### config.mk
export PLATFORM = sky130hd
export DESIGN_NAME = cpu_mul_hi_seq
export DESIGN_NICKNAME = d
export VERILOG_FILES = /design/src/rtl/cpu_mul_hi_seq.sv
export SDC_FILE = /design/constraint.sdc
export NUM_CORES = 1
export LEC_CHECK = 0
export CAP_MARGIN = 20
export CORE_AREA = 2 2 316 318
export DETAILED_ROUTE_END_ITERATION = 10
export DIE_AREA = 0 0 318 320
export DONT_BUFFER_PORTS = 1
export PLACE_DENSITY = 0.49
export SETUP_SLACK_MARGIN = 0.02
export SLEW_MARGIN = 20
export SYNTH_ARGS = -nofsm -noshare
export SYNTH_HDL_FRONTEND = slang
export SYNTH_SLANG_ARGS = --single-unit
### constraint.sdc
create_clock -name clk -period 21.2 [get_ports clk]
set_input_delay 6.36 -clock clk [delete_from_list [all_inputs] [get_ports clk]]
set_output_delay 6.36 -clock clk [all_outputs]
set_load 0.01 [all_outputs]
### src/rtl/cpu_mul_hi_seq.sv
// Multi-cycle 32x32 multiply (low word, or high word unsigned/mixed/signed) built on one registered 16x16 multiplier.
// Latency 6 cycles from the start-sampling edge to done; start is ignored (not queued) while busy.
module cpu_mul_hi_seq (
  input  logic        clk,
  input  logic        reset,
  input  logic        start,
  input  logic [1:0]  op,
  input  logic [31:0] src1,
  input  logic [31:0] src2,
  output logic        busy,
  output logic        done,
  output logic [31:0] result
);

  typedef enum logic [2:0] {
    S_IDLE,
    S_ISSUE,
    S_DRAIN,
    S_CORR,
    S_DONE
  } state_t;

  state_t      r_state;
  state_t      w_next;
  logic        w_capture;

  logic [31:0] r_a;
  logic [31:0] r_b;
  logic [1:0]  r_op;
  logic [1:0]  r_k;
  logic [1:0]  r_mk;
  logic        r_mvld;
  logic [31:0] r_mul;
  logic [63:0] r_acc;
  logic [31:0] r_result;

  logic [15:0] w_ma;
  logic [15:0] w_mb;
  logic [31:0] w_prod;
  logic [63:0] w_pp;
  logic [31:0] w_hi;
  logic [31:0] w_res;

  always_ff @(posedge clk or posedge reset) begin
    if (reset) begin
      r_state <= S_IDLE;
    end else begin
      r_state <= w_next;
    end
  end

  always_comb begin
    w_next    = r_state;
    w_capture = 1'b0;
    case (r_state)
      S_IDLE: begin
        if (start) begin
          w_capture = 1'b1;
          w_next    = S_ISSUE;
        end
      end
      S_ISSUE: begin
        if (r_k == 2'd3) begin
          w_next = S_DRAIN;
        end
      end
      S_DRAIN: w_next = S_CORR;
      S_CORR:  w_next = S_DONE;
      S_DONE: begin
        if (start) begin
          w_capture = 1'b1;
          w_next    = S_ISSUE;
        end else begin
          w_next = S_IDLE;
        end
      end
      default: w_next = S_IDLE;
    endcase
  end

  // k bit 0 picks the upper half of a, bit 1 the upper half of b.
  assign w_ma   = r_k[0] ? r_a[31:16] : r_a[15:0];
  assign w_mb   = r_k[1] ? r_b[31:16] : r_b[15:0];
  assign w_prod = {16'd0, w_ma} * {16'd0, w_mb};

  always_comb begin
    w_pp = 64'd0;
    case (r_mk)
      2'd0:    w_pp = {32'd0, r_mul};
      2'd1:    w_pp = {16'd0, r_mul, 16'd0};
      2'd2:    w_pp = {16'd0, r_mul, 16'd0};
      default: w_pp = {r_mul, 32'd0};
    endcase
  end

  // Signed high words come from the unsigned high word minus the sign-bit weighted operands.
  assign w_hi = r_acc[63:32];
  always_comb begin
    w_res = 32'd0;
    case (r_op)
      2'b00:   w_res = r_acc[31:0];
      2'b01:   w_res = w_hi;
      2'b10:   w_res = w_hi - (r_a[31] ? r_b : 32'd0);
      default: w_res = w_hi - (r_a[31] ? r_b : 32'd0) - (r_b[31] ? r_a : 32'd0);
    endcase
  end

  always_ff @(posedge clk or posedge reset) begin
    if (reset) begin
      r_a      <= 32'd0;
      r_b      <= 32'd0;
      r_op     <= 2'd0;
      r_k      <= 2'd0;
      r_mk     <= 2'd0;
      r_mvld   <= 1'b0;
      r_mul    <= 32'd0;
      r_acc    <= 64'd0;
      r_result <= 32'd0;
    end else begin
      r_mvld <= (r_state == S_ISSUE);
      r_mk   <= r_k;
      if (r_state == S_ISSUE) begin
        r_mul <= w_prod;
        r_k   <= r_k + 2'd1;
      end
      if (w_capture) begin
        r_a   <= src1;
        r_b   <= src2;
        r_op  <= op;
        r_k   <= 2'd0;
        r_acc <= 64'd0;
      end else if (r_mvld) begin
        r_acc <= r_acc + w_pp;
      end
      if (r_state == S_CORR) begin
        r_result <= w_res;
      end
    end
  end

  assign busy   = (r_state == S_ISSUE) || (r_state == S_DRAIN) || (r_state == S_CORR);
  assign done   = (r_state == S_DONE);
  assign result = r_result;

endmodule

==> out/results.tsv <==
stage	metric	value	unit
clock_network	Post-CTS Resized	0	
drt	# DRC	0	
drt	Vias	20660	
floorplan	Die H	320	µm
yosys	Synth Area in Compound Gates	14.75	%
sta	unrepaired setup endpoints after global routing	false	
floorplan	die area	0.1018	mm²
run_status	status	complete, no violations	
setup_path	CP Cell Sequence	nor2_1, nor2_1	
final_layout	Layout Nets	3370	
floorplan	core region area	0.09799	mm²
global_route	initial antenna violation count	8	
setup_path	critical path class	reg2out	
placement	input/output buffers	0	
clock_network	number of post-CTS setup repair buffers	0	
setup_path	crit path max-delay cell type	nor2_1	
yosys	fraction of registers with async set/reset	100.0	%
global_route	number of global-route vias before repair	20610	
sta	Slew HR	24.11	%
clock_network	TritonCTS clock tree	built	
sta	Tightest Pin Transition	1.107	ns
floorplan	Ports	103	
drt	routed len/inst	21.46	µm
setup_path	CP max FO	7	
clock_network	CTS Sinks	202	
final_layout	Layout area overhead	9.748	%
sta	Final Max Slew Viols	0	
sta	Final Cycle Share	39.37	%
clock_network	H-tree Lvls	1	
yosys	largest family of logic cells by synthesized area	adder cells	
sta	Worst Skew	0.02737	ns
run	Max Cap Viol	0	
setup_path	cell repeated most along the worst path	nor2_1	
sta	Final TNS setup	0	ns
global_route	gr usage total	17.54	%
drt	drt first pass iters	6	
placement	hpwl dp	73140	µm
yosys	top_reg_cell synth	dfrtp_1	
final_layout	layout cells sized above 1	6.023	%
setup_path	CP Launch Type	register	
yosys	post-synthesis xor/xnor area fraction	4.989	%
setup_path	Data required, critical path	14.84	ns
yosys	post-synthesis register bit count	202	
yosys	Cell Area, Synth	0.02440	mm²
drt	Routed WL	89680	µm
clock_network	Num CTS Buffers	27	
yosys	post-synthesis mux area share	7.036	%
floorplan	initial core utilization	24.90	%
setup_path	worst reg-to-reg path cell count	22	
setup_path	CP peak stage delay	0.64	ns
yosys	area share of fa/ha/maj cells after synthesis	28.06	%
placement	global placement routability congestion	0.9625	
clock_network	Root Driver	clkbuf_16	
clock_network	clock latency on the worst-skew pair	0.58	ns
drt	initial DRC count	1778	
global_route	GRT overflow	0	
worst_hold_path	Hold Path Class	reg2reg	
clock_network	Hold Buf Count CTS	0	
worst_hold_path	hold-critical path depth	1	
floorplan	die width	318	µm
final_layout	most frequent cells in the layout	606 x nand2_1, 268 x inv_1, 262 x nor2_1	
yosys	Post-synth EDFFs	0	
sta	setup violators final	0	
final_layout	most common cell after layout, fill and taps aside	nand2_1	
setup_path	R2R setup slack	13.05	ns
global_route	first-pass GRT wire length	135100	µm
yosys	Seq/Total Area, Yosys	20.72	%
global_route	pin count of the biggest net entering global routing	77	
drt	via count normalized by instance count	4.943	
yosys	Distinct cells, synth	77	
sta	FMAX	0.1198	GHz
sta	post-layout minimum cycle time	8.347	ns
clock_network	clock-pin slew on the worst setup and hold paths	0.06	ns
drt	Routed Antenna Nets	0	
setup_path	Critical Path AT	1.99	ns
yosys	warnings from Yosys	0	
yosys	simple-gate share of the synthesized area	18.42	%
yosys	instance count of the mapped netlist	2928	
clock_network	worst-case clock buffer depth	3	
setup_path	Crit. End Element	output pin	
floorplan	Rows	115	
yosys	Avg Inst Size Synth	8.333	µm²
yosys	Syn Nets	3426	
sta	Final Hold Vio Count	0	
[worst max-delay path: cells and delay by family (launching register included)]
kind | cells | cell delay, ns
flip-flops | 1 | 0.55
AND/OR/NAND/NOR | 2 | 0.86
[cell families after synthesis]
family,after synthesis
xor+xnor,139
flops,202
fa+ha+maj,429
buf+inv,391
simple gates,1070
mux,140
compound gates,557
[state kept, by name (all words and copies together) (netlist names)]
name,cells
r_a,32
r_acc,64
r_b,32
r_k,2
r_mk,2
r_mul,32
r_mvld,1
r_op,2
r_state,3
result,32
[cell type report]
cell class,instances,area [µm²]
diodes,3,7.507
clock buffers,34,752.0
clock inverters,12,173.9
fillers,10660,71210
inverters,272,1028
multi-input cells,2335,17890
flip-flops and latches,202,5060
well taps,1287,1610
repair buffers,34,255.2
[synth_stat cells (4+ instances only)]
| cell type | n | area [µm²] |
|---|---|---|
| a31oi_1 | 19 | 118.9 |
| a221oi_1 | 4 | 35.03 |
| buf_1 | 8 | 30.03 |
| nand3b_1 | 6 | 45.04 |
| and2_1 | 37 | 231.5 |
| xnor2_1 | 86 | 753.2 |
| o21bai_1 | 24 | 180.2 |
| nor2_1 | 262 | 983.4 |
| o31ai_1 | 10 | 75.07 |
| nor3_1 | 17 | 85.08 |
| nand2_1 | 607 | 2278 |
| ha_1 | 232 | 2903 |
| mux2i_1 | 86 | 860.8 |
| or2_2 | 6 | 37.54 |
| mux2_2 | 32 | 360.4 |
| xor2_1 | 53 | 464.2 |
| dfrtp_1 | 202 | 5055 |
| a22o_1 | 20 | 175.2 |
| fa_1 | 197 | 3944 |
| o211ai_1 | 13 | 97.59 |
| nand4_1 | 24 | 150.1 |
| nor2b_1 | 17 | 106.4 |
| a21o_1 | 68 | 510.5 |
| clkbuf_1 | 108 | 405.4 |
| and3_1 | 15 | 93.84 |
| a21oi_1 | 160 | 800.8 |
| a211oi_1 | 22 | 165.2 |
| a21o_2 | 6 | 52.55 |
| o21ai_1 | 4 | 20.02 |
| or3_1 | 6 | 37.54 |
| nand2b_1 | 27 | 168.9 |
| o21a_1 | 15 | 112.6 |
| inv_1 | 269 | 1010 |
| a41oi_1 | 4 | 35.03 |
| a31o_2 | 5 | 43.79 |
| a21boi_0 | 6 | 45.04 |
| o41ai_1 | 7 | 61.31 |
| o21ai_0 | 126 | 630.6 |
| mux4_2 | 22 | 495.5 |
| nand3_1 | 31 | 155.2 |
[final timing paths]
check                                        from                      to
min                        r_state[2]$_DFFE_PP0P_  r_state[1]$_DFFE_PP0P_
max reg2reg                    r_k[0]$_DFFE_PP0P_   r_mul[30]$_DFFE_PP0P_
max in group asynchronous                   reset      r_b[0]$_DFFE_PP0P_
min in group asynchronous                   reset     r_a[23]$_DFFE_PP0P_
min reg2reg                r_state[2]$_DFFE_PP0P_  r_state[1]$_DFFE_PP0P_
max                        r_state[1]$_DFFE_PP0P_                    busy
[metrics by stage]
step / worst slack [ns] / area [µm²] / hold slack, ns / instances / utilization (%)
6_report: 12.85 / 26780 / 0.4622 / 4179 / 27.33
5_1_grt: 12.66 / 26770 / 0.4676 / 4177 / 27.32
4_1_cts: 12.88 / 26760 / 0.4652 / 4176 / 27.31
3_5_place_dp: 12.91 / 25840 / 0.4595 / 4130 / 26.37
3_3_place_gp: 12.92 / 25840 / 0.4597 / 4130 / 26.37
2_1_floorplan: 9.329 / 24400 / 0.3781 / 2928 / -
[metal layers]
layer	track usage [%]	vias to the layer above	share of wire, %	wire length (µm)
li1	-	9714	-	-
met1	24.80	10270	47	42080
met2	27.57	576	44	39450
met3	2.451	96	6.1	5445
met4	5.376	4	3.0	2681
met5	0	-	0.027	24
Power is left out: the tool's default activity adds up to more than one toggle a clock period on the data nets, which glitch-free logic cannot reach.
